===== src/rtl/tone_decoder.sv =====
// Measures the period of a square-wave tone input and decodes it to a note code.
// Optional duty-level estimate on level_out is built when TONE_LEVEL_EN is defined.
module tone_decoder #(
    parameter int CLK_HZ      = 50_000_000,
    parameter int TOL_SHIFT   = 6,
    parameter int STABLE_N    = 4,
    parameter int SILENCE_CYC = 2_500_000
) (
    input  logic       clk,
    input  logic       rst,
    input  logic       tone_in,
    output logic [4:0] note_code,
    output logic       note_valid,
    output logic       locked,
    output logic [2:0] level_out
);
    localparam int STAB_W = $clog2(STABLE_N + 1);
    localparam int SIL_W  = $clog2(SILENCE_CYC + 1);
    localparam logic [STAB_W-1:0] STAB_N   = STAB_W'(STABLE_N);
    localparam logic [SIL_W-1:0]  SIL_N    = SIL_W'(SILENCE_CYC);
    localparam logic [4:0] CODE_PAUSE   = 5'd0;
    localparam logic [4:0] CODE_UNKNOWN = 5'd31;

    localparam int FREQ [16] = '{262, 294, 330, 349, 392, 415, 440, 494,
                                 523, 587, 659, 698, 784, 831, 880, 988};
    localparam logic [17:0] PERIOD [16] = '{
        18'(CLK_HZ / FREQ[0]),  18'(CLK_HZ / FREQ[1]),  18'(CLK_HZ / FREQ[2]),  18'(CLK_HZ / FREQ[3]),
        18'(CLK_HZ / FREQ[4]),  18'(CLK_HZ / FREQ[5]),  18'(CLK_HZ / FREQ[6]),  18'(CLK_HZ / FREQ[7]),
        18'(CLK_HZ / FREQ[8]),  18'(CLK_HZ / FREQ[9]),  18'(CLK_HZ / FREQ[10]), 18'(CLK_HZ / FREQ[11]),
        18'(CLK_HZ / FREQ[12]), 18'(CLK_HZ / FREQ[13]), 18'(CLK_HZ / FREQ[14]), 18'(CLK_HZ / FREQ[15])};

    typedef enum logic [1:0] {WAIT_EDGE, MEASURE, CLASSIFY, QUALIFY} state_t;

    state_t             r_state, w_state_next;
    logic               r_sync1, r_sync2, r_sync3, r_strobe;
    logic [17:0]        r_cnt, w_cnt_next, r_period;
    logic [SIL_W-1:0]   r_sil, w_sil_next;
    logic [3:0]         r_idx;
    logic [4:0]         r_cand, r_prev_cand, r_note_code;
    logic [STAB_W-1:0]  r_stab, w_stab_next;
    logic               r_valid, r_locked;
    logic [17:0]        w_p, w_diff;
    logic               w_hit, w_latch, w_silence, w_commit;

    assign w_cnt_next = (r_cnt == '1) ? r_cnt : r_cnt + 18'd1;
    assign w_sil_next = (r_sil == '1) ? r_sil : r_sil + SIL_W'(1);

    assign w_p    = PERIOD[r_idx];
    assign w_diff = (r_period >= w_p) ? r_period - w_p : w_p - r_period;
    assign w_hit  = (w_diff <= (w_p >> TOL_SHIFT));

    always_comb begin
        if (r_cand == r_prev_cand)
            w_stab_next = (r_stab == STAB_N) ? r_stab : r_stab + STAB_W'(1);
        else
            w_stab_next = STAB_W'(1);
    end

    assign w_commit = (r_state == QUALIFY) && (w_stab_next == STAB_N) && (r_cand != r_note_code);

    always_comb begin
        w_state_next = r_state;
        w_latch      = 1'b0;
        w_silence    = 1'b0;
        case (r_state)
            WAIT_EDGE: begin
                if (r_strobe)
                    w_state_next = MEASURE;
                else if (w_sil_next == SIL_N)
                    w_silence = 1'b1;
            end
            MEASURE: begin
                if (r_strobe) begin
                    w_latch      = 1'b1;
                    w_state_next = CLASSIFY;
                end else if (w_sil_next == SIL_N) begin
                    w_silence    = 1'b1;
                    w_state_next = WAIT_EDGE;
                end
            end
            CLASSIFY: begin
                if (r_idx == 4'd15)
                    w_state_next = QUALIFY;
            end
            QUALIFY:  w_state_next = MEASURE;
            default:  w_state_next = WAIT_EDGE;
        endcase
    end

    always_ff @(posedge clk or negedge rst) begin
        if (!rst) begin
            r_state     <= WAIT_EDGE;
            r_sync1     <= 1'b0;
            r_sync2     <= 1'b0;
            r_sync3     <= 1'b0;
            r_strobe    <= 1'b0;
            r_cnt       <= '0;
            r_sil       <= '0;
            r_period    <= '0;
            r_idx       <= '0;
            r_cand      <= '0;
            r_prev_cand <= '0;
            r_stab      <= '0;
            r_note_code <= CODE_PAUSE;
            r_valid     <= 1'b0;
            r_locked    <= 1'b0;
        end else begin
            r_sync1  <= tone_in;
            r_sync2  <= r_sync1;
            r_sync3  <= r_sync2;
            r_strobe <= r_sync2 & ~r_sync3;
            r_state  <= w_state_next;
            r_valid  <= 1'b0;
            r_cnt    <= r_strobe ? '0 : w_cnt_next;
            r_sil    <= r_strobe ? '0 : w_sil_next;

            if (w_latch) begin
                r_period <= w_cnt_next;
                r_idx    <= '0;
                r_cand   <= CODE_UNKNOWN;
            end

            // First matching table entry wins; later hits are ignored.
            if (r_state == CLASSIFY) begin
                r_idx <= r_idx + 4'd1;
                if (w_hit && r_cand == CODE_UNKNOWN)
                    r_cand <= {1'b0, r_idx} + 5'd1;
            end

            if (r_state == QUALIFY) begin
                r_prev_cand <= r_cand;
                r_stab      <= w_stab_next;
                if (w_commit) begin
                    r_note_code <= r_cand;
                    r_valid     <= 1'b1;
                    r_locked    <= (r_cand != CODE_UNKNOWN);
                end
            end

            if (w_silence) begin
                r_prev_cand <= CODE_PAUSE;
                r_stab      <= '0;
                if (r_note_code != CODE_PAUSE) begin
                    r_note_code <= CODE_PAUSE;
                    r_valid     <= 1'b1;
                    r_locked    <= 1'b0;
                end
            end
        end
    end

    assign note_code  = r_note_code;
    assign note_valid = r_valid;
    assign locked     = r_locked;

`ifdef TONE_LEVEL_EN
    logic [17:0] r_hcnt, r_high;
    logic        r_lvl_run;
    logic [2:0]  r_lvl_l, r_lvl_best, r_level, w_best_next;
    logic [9:0]  r_lvl_f;
    logic [19:0] w_thr;
    logic        w_lvl_hit, w_lvl_start, w_lvl_clear;

    // Threshold for level L is f*L - f/2 high cycles.
    assign w_thr       = ({10'd0, r_lvl_f} * {17'd0, r_lvl_l}) - {11'd0, r_lvl_f[9:1]};
    assign w_lvl_hit   = ({2'b00, r_high} >= w_thr);
    assign w_best_next = w_lvl_hit ? r_lvl_l : r_lvl_best;
    assign w_lvl_start = (r_state == QUALIFY) && (w_stab_next == STAB_N) && (r_cand != CODE_UNKNOWN)
                         && (w_commit || r_cand == r_note_code);
    assign w_lvl_clear = (w_commit && r_cand == CODE_UNKNOWN) || (w_silence && r_note_code != CODE_PAUSE);

    always_ff @(posedge clk or negedge rst) begin
        if (!rst) begin
            r_hcnt     <= '0;
            r_high     <= '0;
            r_lvl_run  <= 1'b0;
            r_lvl_l    <= '0;
            r_lvl_best <= '0;
            r_lvl_f    <= '0;
            r_level    <= '0;
        end else begin
            if (r_strobe) begin
                r_high <= r_hcnt;
                r_hcnt <= {17'd0, r_sync3};
            end else if (r_hcnt != '1) begin
                r_hcnt <= r_hcnt + {17'd0, r_sync3};
            end

            if (w_lvl_clear) begin
                r_level   <= '0;
                r_lvl_run <= 1'b0;
            end else if (w_lvl_start) begin
                r_lvl_run  <= 1'b1;
                r_lvl_l    <= 3'd1;
                r_lvl_best <= 3'd0;
                r_lvl_f    <= 10'(FREQ[r_cand[3:0] - 4'd1]);
            end else if (r_lvl_run) begin
                r_lvl_best <= w_best_next;
                r_lvl_l    <= r_lvl_l + 3'd1;
                if (r_lvl_l == 3'd7) begin
                    r_lvl_run <= 1'b0;
                    r_level   <= w_best_next;
                end
            end
        end
    end

    assign level_out = r_level;
`else
    assign level_out = 3'd0;
`endif

endmodule


===== config.mk =====
export PLATFORM = sky130hd
export DESIGN_NAME = tone_decoder
export DESIGN_NICKNAME = d
export VERILOG_FILES = /design/src/rtl/tone_decoder.sv
export SDC_FILE = /design/constraint.sdc
export NUM_CORES = 1
export LEC_CHECK = 0
export BUFFER_PORTS_ARGS = -buffer_cell sky130_fd_sc_hd__buf_2
export CORE_MARGIN = 4
export CORE_UTILIZATION = 57
export DETAILED_ROUTE_END_ITERATION = 8
export HOLD_SLACK_MARGIN = 0.06
export PLACE_DENSITY = 0.75
export SLEW_MARGIN = 30
export SYNTH_ARGS = -nofsm -noshare
export SYNTH_HDL_FRONTEND = slang
export SYNTH_SLANG_ARGS = --single-unit

===== constraint.sdc =====
create_clock -name clk -period 15.45 [get_ports clk]
set_input_delay 3.09 -clock clk [delete_from_list [all_inputs] [get_ports clk]]
set_output_delay 3.09 -clock clk [all_outputs]
set_load 0.02 [all_outputs]

---- After elaboration in Yosys (flattened, before gate mapping) ----
Memory sizes are Yosys's and may differ from the RTL's.
Cells that the tools add are included.
word-level totals
  register bits after elaboration ......... 88
  word-level logic and storage cells ...... 94
  memories kept ........................... 1
  memory bits (read-only) ................. 288
  input bits .............................. 3
  output and inout port bits .............. 10
memories
  name              words  width  read ports  clocked after Yosys merged registers in  write ports  RTL line  RTL
  (name not given)  16     18     1           0                                        0            48        assign w_p = PERIOD[r_idx];
operators by class
  add/sub/neg operators ................... 7
  multiplexer cells ....................... 40
  bitwise operators ....................... 3
  reduce and logical (&&, ||, !) cells .... 9
  $lt $le $gt $ge ......................... 3
  equal/unequal tests ..................... 16
operators by type and width
  kind                                                              number
  18-bit two-way mux                                                5
  5-bit two-way mux                                                 9
  22-bit == test (second input constant)                            2
  22-bit two-way mux                                                2
  18-bit subtractor                                                 2
  22-bit by 1-bit adder with 22-bit output (second input constant)  1
  18-bit by 1-bit adder with 18-bit output (second input constant)  1
  18-bit == test (second input constant)                            1
  18-bit greater-or-equal comparator                                1
  18-bit by 12-bit less-or-equal comparator with 1-bit output       1
  1-bit two-way mux                                                 13
  3-bit two-way mux                                                 4
  2-bit two-way mux                                                 4
  4-bit two-way mux                                                 2
  2-bit case mux with 4 select lines                                1
  3-bit == test (second input constant)                             2
  4-bit by 1-bit adder with 5-bit output (second input constant)    1
  5-bit == test                                                     1
  5-bit == test (second input constant)                             1
  5-bit greater-or-equal comparator (second input constant)         1
  5-bit inequality test                                             1
  5-bit inequality test (second input constant)                     1
  4-bit NOT with 5-bit output                                       1
  5-bit nonzero test                                                1
  other kinds (14)                                                  19

---- Logic depth before layout (Yosys ltp) ----
Gate-level depths: netlist (run 1).
  word-level depth ........................ 10
  gate-level depth with buffers ........... 30
  gate-level depth less buffers ........... 26

---- Worst setup path after synthesis (run 1) ----
No wires, ideal clock.
  path kind ............................... reg2reg
  start point ............................. register r_idx[0]
  end point ............................... register r_cand[2]
  arrival ................................. 5268 ps
  required time ........................... 15312 ps
  path slack .............................. 10044 ps
  library setup time ...................... 138 ps
  path buffers ............................ 2
  stages on the path, launching flop included .. 27
  clock period less this slack ............ 5406 ps
  cell sequence ........................... dfrtp_1 > buf_2 > inv_1 > ha_1 > and3b_1 > nor3_1 > inv_1 > ha_1 > nand4_1 > nor4_1 > o22ai_1 > nand3_1 > buf_2 > mux2_1 > a31oi_1 > o22ai_1 > xor2_1 > ha_1 > a21o_1 > a21oi_1 > o221ai_1 > o21a_1 > nor2_1 > a211o_1 > a22oi_1 > nor4_4 > a31oi_1
on the way
  word-level cells in the longest chain between the ends .. 10
  elaborated cells between the ends (all ways) .. 13
  those cells by class .................... 3 x add/sub; 2 x order compare; 5 x mux; 1 x bitwise; 1 x reduce/logical; 1 x memory
RTL lines
  item                                                                     RTL line  RTL
  from (decl)                                                              38        logic [3:0] r_idx;
  from (signal assigned)                                                   125       r_idx <= r_idx + 4'd1;
  4-bit NOT with 5-bit output (not written as such)                        48
  memory read 16 x 18 bit                                                  -
  18-bit two-way mux (not written as such) (2 in a row)                    48
  18-bit subtractor or 18-bit greater-or-equal comparator (tied branches)  49        assign w_diff = (r_period >= w_p) ? r_period - w_p : w_p - r_period;
  18-bit two-way mux                                                       49
  18-bit by 12-bit less-or-equal comparator with 1-bit output              50        assign w_hit = (w_diff <= (w_p >> TOL_SHIFT));
  1-bit logical AND                                                        126       if (w_hit && r_cand == CODE_UNKNOWN)
  5-bit two-way mux (*)                                                    126
  5-bit two-way mux (*)                                                    124       if (r_state == CLASSIFY) begin
  to (signal assigned)                                                     127       r_cand <= {1'b0, r_idx} + 5'd1;
  to (decl)                                                                39        logic [4:0] r_cand, r_prev_cand, r_note_code;
Mark *: on every way between the ends. The rest lies on a longest branch, timed or not. The select of a mux whose other input is x is not followed.
A chain may end at the register's enable or synchronous reset.

---- Worst setup path in the final report (run 1) ----
Same ends and word-level chain as after synthesis.

==> results of run 1 <==
## flip-flops by register name, summed over array words and instances (netlist names), 2 cells and up
| name | count |
|---|---|
| r_stab | 3 |
| r_cnt | 18 |
| r_prev_cand | 5 |
| r_period | 18 |
| r_cand | 5 |
| r_sil | 22 |
| r_state | 2 |
| r_idx | 4 |
| note_code | 5 |
## metal layers
layer  global-route usage  vias up
li1                     -     2889
met1                0.343     2817
met2                0.385      175
met3               0.0394       32
met4               0.0782        0
met5                    0        -
## layout by cell type, fill, tap and decap left out, types with 4 or more instances in the layout
| master | netlist | layout |
|---|---|---|
| sky130_fd_sc_hd__inv_6 | 0 | 4 |
| sky130_fd_sc_hd__nand4_1 | 21 | 21 |
| sky130_fd_sc_hd__a21o_1 | 7 | 7 |
| sky130_fd_sc_hd__nand2b_1 | 9 | 9 |
| sky130_fd_sc_hd__xnor2_1 | 30 | 30 |
| sky130_fd_sc_hd__o21a_1 | 8 | 8 |
| sky130_fd_sc_hd__o31ai_1 | 8 | 8 |
| sky130_fd_sc_hd__and2_1 | 11 | 11 |
| sky130_fd_sc_hd__or4_1 | 4 | 4 |
| sky130_fd_sc_hd__nor2_1 | 91 | 91 |
| sky130_fd_sc_hd__nand2_1 | 74 | 73 |
| sky130_fd_sc_hd__a21oi_1 | 49 | 49 |
| sky130_fd_sc_hd__dfrtp_1 | 88 | 88 |
| sky130_fd_sc_hd__mux2i_1 | 26 | 26 |
| sky130_fd_sc_hd__ha_1 | 63 | 63 |
| sky130_fd_sc_hd__nor4_1 | 5 | 5 |
| sky130_fd_sc_hd__and4_1 | 5 | 5 |
| sky130_fd_sc_hd__buf_2 | 14 | 8 |
| sky130_fd_sc_hd__nor3_1 | 12 | 12 |
| sky130_fd_sc_hd__clkbuf_16 | 0 | 9 |
| sky130_fd_sc_hd__a211oi_1 | 7 | 7 |
| sky130_fd_sc_hd__o21bai_1 | 4 | 4 |
| sky130_fd_sc_hd__nand3_1 | 28 | 28 |
| sky130_fd_sc_hd__inv_1 | 56 | 56 |
| sky130_fd_sc_hd__o21ai_0 | 50 | 50 |
| sky130_fd_sc_hd__o22ai_1 | 5 | 5 |
| sky130_fd_sc_hd__a31oi_1 | 12 | 12 |
| sky130_fd_sc_hd__nor2b_1 | 7 | 7 |
| sky130_fd_sc_hd__and3_1 | 15 | 15 |
| sky130_fd_sc_hd__xor2_1 | 32 | 32 |
## power by group through the flow
stage               Combinational [mW]  Sequential [mW]  Clock, mW
detailed placement               0.394            0.291          0
floorplan                        0.306            0.280          0
finish                           0.402            0.288      0.224
global placement                 0.387            0.289          0
CTS                              0.397            0.287      0.229
global route                     0.446            0.292      0.239
## worst reg2reg max path, stage by stage (launching register included)
cell	delay, ns
sky130_fd_sc_hd__dfrtp_1	0.60
sky130_fd_sc_hd__inv_1	0.12
sky130_fd_sc_hd__ha_1	0.42
sky130_fd_sc_hd__and3b_1	0.24
sky130_fd_sc_hd__nor3_1	0.45
sky130_fd_sc_hd__inv_1	0.13
sky130_fd_sc_hd__ha_1	0.43
sky130_fd_sc_hd__nand4_1	0.24
sky130_fd_sc_hd__nor4_1	0.41
sky130_fd_sc_hd__o22ai_1	0.23
sky130_fd_sc_hd__nand3_1	0.56
sky130_fd_sc_hd__mux2_1	0.38
sky130_fd_sc_hd__a31oi_1	0.14
sky130_fd_sc_hd__o22ai_1	0.13
sky130_fd_sc_hd__xor2_1	0.17
sky130_fd_sc_hd__ha_1	0.31
sky130_fd_sc_hd__a21o_1	0.18
sky130_fd_sc_hd__a21oi_1	0.16
sky130_fd_sc_hd__o221ai_1	0.19
sky130_fd_sc_hd__o21a_1	0.21
sky130_fd_sc_hd__nor2_1	0.09
sky130_fd_sc_hd__a211o_1	0.11
sky130_fd_sc_hd__a22oi_1	0.12
sky130_fd_sc_hd__nor4_4	0.40
sky130_fd_sc_hd__a31oi_1	0.13
## layout make-up
| type | count | share of cell area |
|---|---|---|
| clock buffers | 10 | 0.0323 |
| clock inverters | 6 | 0.00948 |
| inverters | 56 | 0.0284 |
| multi-input cells | 648 | 0.596 |
| flip-flops and latches | 88 | 0.298 |
| well taps | 168 | 0.0284 |
| repair buffers | 10 | 0.00795 |
## cells by family after synthesis
logic type               Yosys count  synth area share
AND/OR/NAND/NOR                  305             0.221
AO/OA/AOI/OAI                    183             0.164
buffers and inverters            103            0.0628
flip-flops                        88             0.313
adder cells (fa/ha/maj)           65             0.118
XOR/XNOR                          62            0.0772
multiplexers                      30            0.0434
other                              1          0.000533
## worst max-delay path by stage
stage / start / end / cells past startpoint
5_1_grt: r_idx[0] / r_cand[0] / 24
4_1_cts: r_idx[0] / r_cand[2] / 24
3_3_place_gp: r_idx[0] / r_cand[2] / 24
2_1_floorplan: r_idx[0] / r_cand[2] / 26
6_report: r_idx[0] / r_cand[2] / 24
3_5_place_dp: r_idx[0] / r_cand[2] / 24
## stage by stage
stage               instance area [um2]  power (mW)
floorplan                          7040       0.586
global placement                   7080       0.676
detailed placement                 7080       0.686
CTS                                7390       0.913
global route                       7390       0.977
finish                             7390       0.913
==> reports/summary.md, run 1 <==
Adding up every negative setup slack in the final design gives 0 ns. The share of the synthesized area in the top cell type was 0.313; the initial antenna violation count was 0. The count of cells along the worst hold path is 0.

Signal routing reaches up to met4. The total overflow left after global routing is 0. For this run, the detailed router's first-pass iteration total came to 5. After detailed routing, the wire length on met1 is 7900 um.

The worst-case IR drop observed on VDD is 0.0000950 V. At the worst endpoint, the required time is 15.67 ns. After detailed routing, the met2 layer carries 7560 um of wire. The cell count of the worst reg-to-reg path works out to 24. Entering global routing, the biggest net connects 89 pins. Counting stages on the worst path, the most repeated cell is sky130_fd_sc_hd__ha_1. The logic gate share of total power was 0.440. The final HPWL from detailed placement is 13,000 um, and the mean area per synthesized cell is 8.41 um2.

The worst setup path category was reg2reg. Counting both buffers and inverters, the worst setup path holds a total of 2. Summing all flip-flop and latch instances after layout gives 2200 um2.

The synthesis warning total was 0. The worst register-to-register path ends at r_cand[2]. The type of the most critical hold path was reg2reg.

The run gives 986 as the final instance count without filler cells. Largest delay contributor family on the critical path: simple AND/OR/NAND/NOR gates. Number of nets with antenna violations after detailed routing: 0. The layout-stage area growth over the synthesis result is 5.07%. Summed over all cells, the static leakage comes to 3.36 nW. Final period utilization: 0.432. The worst setup path is launched from a register. Sorting the synthesized cells by how often they occur yields sky130_fd_sc_hd__nor2_1 (91), sky130_fd_sc_hd__dfrtp_1 (88), sky130_fd_sc_hd__nand2_1 (74), sky130_fd_sc_hd__ha_1 (63), sky130_fd_sc_hd__inv_1 (56). For this run, design rule violations remaining after detail routing come to 0. The H-tree generated during clock tree synthesis spans 3 levels.

The worst hold margin is 0.351 ns, and the share of layout cells above drive strength 1 is 0.0575. The clock drives 88 sinks. In the final routed layout, each cell accounts on average for 17.1 um. For the share of the yosys chip area belonging to registers, the log shows 0.313. The total power divided by cell area came out at 123 nW/um2. The clock period could shrink to 6.68 ns. sky130_fd_sc_hd__dfrtp_1 takes more of the synthesized area than any other cell. Prior to clock tree synthesis, the placed netlist has a worst setup slack of 8.89 ns. The largest individual stage delay along the critical path comes from the cell sky130_fd_sc_hd__dfrtp_1.

The critical path goes through inv_1 > ha_1 > and3b_1 > nor3_1 > inv_1 > ha_1 > nand4_1 > nor4_1 > o22ai_1 > nand3_1 > mux2_1 > a31oi_1 > o22ai_1 > xor2_1 > ha_1 > a21o_1 > a21oi_1 > o221ai_1 > o21a_1 > nor2_1 > a211o_1 > a22oi_1 > nor4_4 > a31oi_1. The stage delay of the slowest cell on the critical path came out at 0.60 ns. Detailed routing placed a total of 925 um of wire on met3. The core region is 12,100 um2. The dominant cell by count in the synthesized netlist is sky130_fd_sc_hd__nor2_1. Setup slack closes at 8.77 ns. The most used flip-flop cell after synthesis was sky130_fd_sc_hd__dfrtp_1. TritonCTS built the clock tree. The tool flagged a number of max-cap violations equal to 0. After detailed routing, the total wire length is 16,800 um. The cell area that synthesis handed to floorplanning was 7040 um2. Synthesis handed over a netlist of 837 instances. Synthesis instantiated 76 different standard cells from the library.

Routability-driven placement finished with a final weighted congestion of 0.960. Measured along the y axis, the die boundary spans 119 um. The fraction of power consumed by sequential logic is 0.315. The count of buffers added on input and output ports is 9. The worst register-to-register path begins at r_idx[0].

The via count of the first global-routing pass came out at 5,681. The run gives 0.546 mW as the internal power contribution. Dividing the detail-routed via count by the number of cells gives 6.00. The detailed router placed 5,913 vias in this run. The detailed router finished its first iteration with 431 violations.

The area used by multi-input combinational logic was 4400 um2; the register bit total from synthesis was 88. The number of max-slew violations in the final report is 0, and the global-route wire length before repair is 28,400 um. Ranked by total cell area, the synthesized netlist is headed by sky130_fd_sc_hd__dfrtp_1 (31%), sky130_fd_sc_hd__ha_1 (11%), sky130_fd_sc_hd__nor2_1 (4.9%), sky130_fd_sc_hd__xor2_1 (4.0%), sky130_fd_sc_hd__nand2_1 (3.9%). In this run the worst path has a maximum fanout of 15. The number of enable-type register cells in the synthesized netlist works out to 0. The hold path startpoint is r_sync1.

After filler insertion, the fill cell instance count of the layout stands at 1,032. The type of element capturing the critical path is a register. The share of async-settable or async-resettable flops after synthesis is 1.00. The tools report the post-CTS setup-driven buffer insertion count as 0. The number of gates resized after CTS is 0, and the worst setup skew after layout is 0.00869 ns. The reg2reg setup slack was 8.77 ns. The logs give 14,200 um2 for the overall die area and 0.245 for the clock network power share.

Setup repair after global routing left no endpoint under its margin. The arrival time of the worst setup path was 6.89 ns; the count of inserted antenna diode cells was 0. The initial standard-cell utilization of the core was 0.583; the slew at the pin closest to its max-slew limit was 0.859 ns. The die is 119 um wide. The number of failing hold endpoints at the final stage came out at 0. The run finished with clean final reports. The run gives 881 as the net count reported at finish. The initialized floorplan defines 40 standard-cell rows. The later pin in the worst-skew pair is clocked with a latency of 0.34 ns. Clock tree synthesis selected as its root buffer the cell sky130_fd_sc_hd__clkbuf_16. The clock passes through at most 2 buffers. The power dissipated by switching net loads was 0.367 mW; the number of buffers created by CTS was 9.

The timing-limited maximum frequency is 0.150 GHz. The switching fraction of total power is 0.401. The end point of the worst hold path is r_sync2.

The worst relative slew slack came out at 0.427. Setup violations remaining at the end of the flow were counted as 0. The share of the core filled with cells in the final layout was 0.613; the number of placed cells counting well taps was 970. Number of buffers inserted by hold repair at cts: 0. The total global-route track usage was 0.244. The clock transition at the registers of the reported paths came out at 0.07 ns.

The number of top-level pins was 13.
Note: power is estimated with default switching activity, not from simulation.
==> run 2, diff against run 1 <==
- ABC_AREA: default -> 1
- clock period: 15.45 -> 6.46 ns (I/O delays scaled with it)
==> run 2 against run 1 <==
Effect of this change:
- area after synthesis grew 3.0%
- die area grew 2.7%
- highest routed layer unchanged
- largest cell class unchanged
- critical endpoint unchanged
- via count grew 11%
==> reports/summary.md, run 2 <==
The area used by multi-input combinational logic was 4320 um2 (-1.9%); the top fanout value on the critical path was 21 (+6). The tools report the synthesis warning total as 0 (unchanged). By area the synthesized netlist is led by sky130_fd_sc_hd__dfrtp_1 (30%), sky130_fd_sc_hd__nand2_1 (12%), sky130_fd_sc_hd__ha_1 (11%), sky130_fd_sc_hd__inv_1 (7.6%), sky130_fd_sc_hd__nor2_1 (5.0%). The via count of the first global-routing pass was 6,186 (+8.9%). Final period utilization: 0.823 (+0.391). The share of async-settable or async-resettable flops after synthesis was 1.00 (unchanged); the flip-flop count of the largest register after layout was 22 (unchanged). For this design, the slowest cell found on the critical path is sky130_fd_sc_hd__dfrtp_1. The cell area after placement is 7420 um2 (+4.8%). The initial standard-cell utilization of the core was 0.593 (+0.00984); the arrival time of the worst setup path was 5.56 ns (-1.33 ns). Number of enable-type register cells in the synthesized netlist: 0 (unchanged). The run finished with clean final reports. For the overall via count from detail_route, the log shows 6,538 (+11%). Yosys instantiated no cell more often than sky130_fd_sc_hd__nand2_1.

For the reported leakage power, the log shows 4.04 nW (+20%). The data required time at the worst endpoint is 6.70 ns (-8.97 ns), and the global placer's final weighted congestion is 1.02 (+6.5%). The run gives 0.0107 ns (+0.00202 ns) as the worst setup skew after layout. Most numerous cell on the critical path: sky130_fd_sc_hd__nand2_1. For the synthesized instance count, the log shows 1,026 (+23%). The number of clock sinks is 88 (unchanged), and the final HPWL from detailed placement is 14,000 um (+8.4%). The worst setup path is launched from a register. The tools report the number of top-level pins as 13 (unchanged). The layout-stage area growth over the synthesis result works out to 6.30%.

STA classifies the critical path endpoint as a register. The largest registers in the layout are r_sil (22), r_cnt (18), r_period (18). The count of buffers inserted at the top-level ports was 9 (unchanged). Setup repair after global routing left no endpoint under its margin. The power after layout is 2.49 mW (+170%), and the per-cell via count in the routed design is 5.43 (-9.4%).

The critical path is of the reg2reg type. The initial antenna violation count was 0 (unchanged); the largest net degree at the start of global routing was 61 (-31%). The tree is rooted in a sky130_fd_sc_hd__clkbuf_16.

The clock latency at the later pin of the worst-skew pair came out at 0.36 ns (+0.02 ns). The register bit total from synthesis was 88 (unchanged); the post-CTS setup-driven buffer insertion count was 0 (unchanged). The net count reported at finish was 1,098 (+25%). TritonCTS built the clock tree. The number of distinct library cells after synthesis is 55 (-28%), and the number of DRC markers in iteration 0 is 624 (+45%). The synthesized design spends more area on one cell type than any other, namely sky130_fd_sc_hd__dfrtp_1. The share of the yosys chip area belonging to registers is 0.304 (-0.00897), and the slew at the pin closest to its max-slew limit is 0.747 ns (-0.112 ns). The final-layout fill cell count came out at 1,180 (+14%). The overflow left after global routing was 0 (unchanged); the largest vdd supply drop was 0.000250 V (+160%). The first-pass iteration count of the detailed router was 6 (+1); the mean area per synthesized cell was 7.06 um2 (-16%). Sorting the synthesized cells by how often they occur yields sky130_fd_sc_hd__nand2_1 (240), sky130_fd_sc_hd__inv_1 (147), sky130_fd_sc_hd__nor2_1 (97), sky130_fd_sc_hd__dfrtp_1 (88), sky130_fd_sc_hd__ha_1 (63).

The die extent in y came out at 121 um (+1.4%). The number of buffers created by CTS was 9 (unchanged); the synthesized area was 7240 um2 (+3.0%). DRC violation count after routing: 0 (unchanged).

The number of buffers inserted by hold repair at cts is 0 (unchanged). The share of layout cells above drive strength 1 came out at 0.0705 (+0.0131). Timing-limited maximum frequency: 0.188 GHz (+26%). For the number of max-slew violations in the final report, the log shows 0 (unchanged). The logs give 0 (unchanged) for the number of gates resized after CTS and 12,200 um2 (+1.2%) for the core area. The count of endpoints failing setup in the final report was 0 (unchanged). The run gives 0 (unchanged) as the number of failing hold endpoints at the final stage. The commonest non-fill, non-tap cell in the layout is sky130_fd_sc_hd__nand2_1. The reg2reg setup slack is 1.14 ns (-7.63 ns), and the clock transition at the registers of the reported paths is 0.06 ns (about the same). The tools report the depth of the CTS H-tree as 3 (unchanged). For this run, the leading register cell type out of synthesis is sky130_fd_sc_hd__dfrtp_1. The maximum number of buffers from clock root to sink was 2 (unchanged); the total global-route track usage was 0.257 (+0.0134).

The run gives 1.14 ns (-7.63 ns) as the worst setup margin. The row count is 40 (unchanged), and the stage delay of the slowest cell on the critical path is 0.52 ns (-0.08 ns). The tools report the minimum setup slack after placement as 1.21 ns (-7.68 ns). Overall die area: 14,600 um2 (+2.7%). The run gives 30,000 um (+5.6%) as the global-route wire length before repair.

The total power divided by cell area was 324 nW/um2 (+160%); the detail-routed net length per standard cell was 14.8 um (-13%). The area of all placed cells without fillers is 7700 um2 (+4.2%), and the total negative slack for setup checks is 0 ns (unchanged). Count of maximum capacitance violations: 0 (unchanged). The share of the synthesized area in the top cell type works out to 0.304 (-0.00897). Horizontal die dimension: 121 um (+1.4%). For the sequential cell area in the final layout, the log shows 2200 um2 (unchanged). Leaving out fill and tap cells, the most frequent cells in the layout are sky130_fd_sc_hd__nand2_1 (240), sky130_fd_sc_hd__inv_1 (147), sky130_fd_sc_hd__nor2_1 (97). The run gives 0 (unchanged) as the number of nets with antenna violations after detailed routing. For the count of inserted antenna diode cells, the log shows 0 (unchanged).

The worst relative slew slack is 0.502 (+0.0747), and the routed wire length is 17,800 um (+6.0%). The register with the most flip-flops was r_sil. The min-delay analysis places its worst path in the category reg2reg.

The final critical delay including setup and external delays works out to 5.32 ns (-1.36 ns).
-- run 2: cell count changes in the layout (fill, tap and decap cells not counted), sizes merged, moves of 8 or more --
cell / change
and2: -11
and3: -15
inv: +104
mux2i: -21
nand2: +178
nand2b: -9
nand3: +32
nor2: +10
o21ai: +15
o31ai: -8
xnor2: -15
-- run 2: metrics by stage --
stage	hold slack, ns	instances	util
floorplan	0.331	1028	-
global placement	0.349	1187	0.607
detailed placement	0.338	1187	0.607
CTS	0.361	1203	0.631
global route	0.379	1203	0.631
finish	0.359	1203	0.631
-- run 2: final cells by class --
type,count,share of cell area
multi-input cells,755,0.561
flip-flops and latches,88,0.286
inverters,164,0.0803
well taps,168,0.0273
clock buffers,11,0.0315
clock inverters,5,0.00520
repair buffers,12,0.00910
-- run 2: kinds of logic after synthesis --
logic type / after synthesis / share of synthesized area
buffers and inverters: 185 / 0.102
adder cells (fa/ha/maj): 65 / 0.114
AND/OR/NAND/NOR: 473 / 0.289
multiplexers: 5 / 0.00691
flip-flops: 88 / 0.304
other: 1 / 0.000518
AO/OA/AOI/OAI: 160 / 0.124
XOR/XNOR: 49 / 0.0592
-- run 2: power breakdown --
group	internal (mW)	total (mW)	switching [mW]	leakage, nW
clock network	0.274	0.503	0.229	0.129
registers	0.622	0.708	0.0858	1.16
logic	0.460	1.28	0.822	2.75
total	1.36	2.49	1.14	4.04
-- run 2: worst paths after layout --
check,start,endpoint,cells past startpoint
min in group asynchronous,rst,r_cnt[9],1
worst min-delay path,r_sync1,r_sync2,0
worst max register to register,r_idx[0],r_cand[2],34
max in group asynchronous,rst,r_cand[1],2
worst min register to register,r_sync1,r_sync2,0
worst max-delay path,r_idx[0],r_cand[2],34
-- run 2: worst max-delay path, delay by kind of cell, from the launching register on --
family / cells / cell delay, ns
AO/OA/AOI/OAI: 3 / 0.61
buffers and inverters: 6 / 0.51
XOR/XNOR: 1 / 0.16
adder cells (fa/ha/maj): 4 / 1.34
flip-flops: 1 / 0.52
AND/OR/NAND/NOR: 20 / 2.05
-- run 2: per-layer routing --
metal,vias up,share of wire,global-route usage
met1,3009,0.46,0.355
met5,-,0,0
li1,3300,-,-
met3,44,0.054,0.0402
met2,185,0.44,0.398
met4,0,0.042,0.120
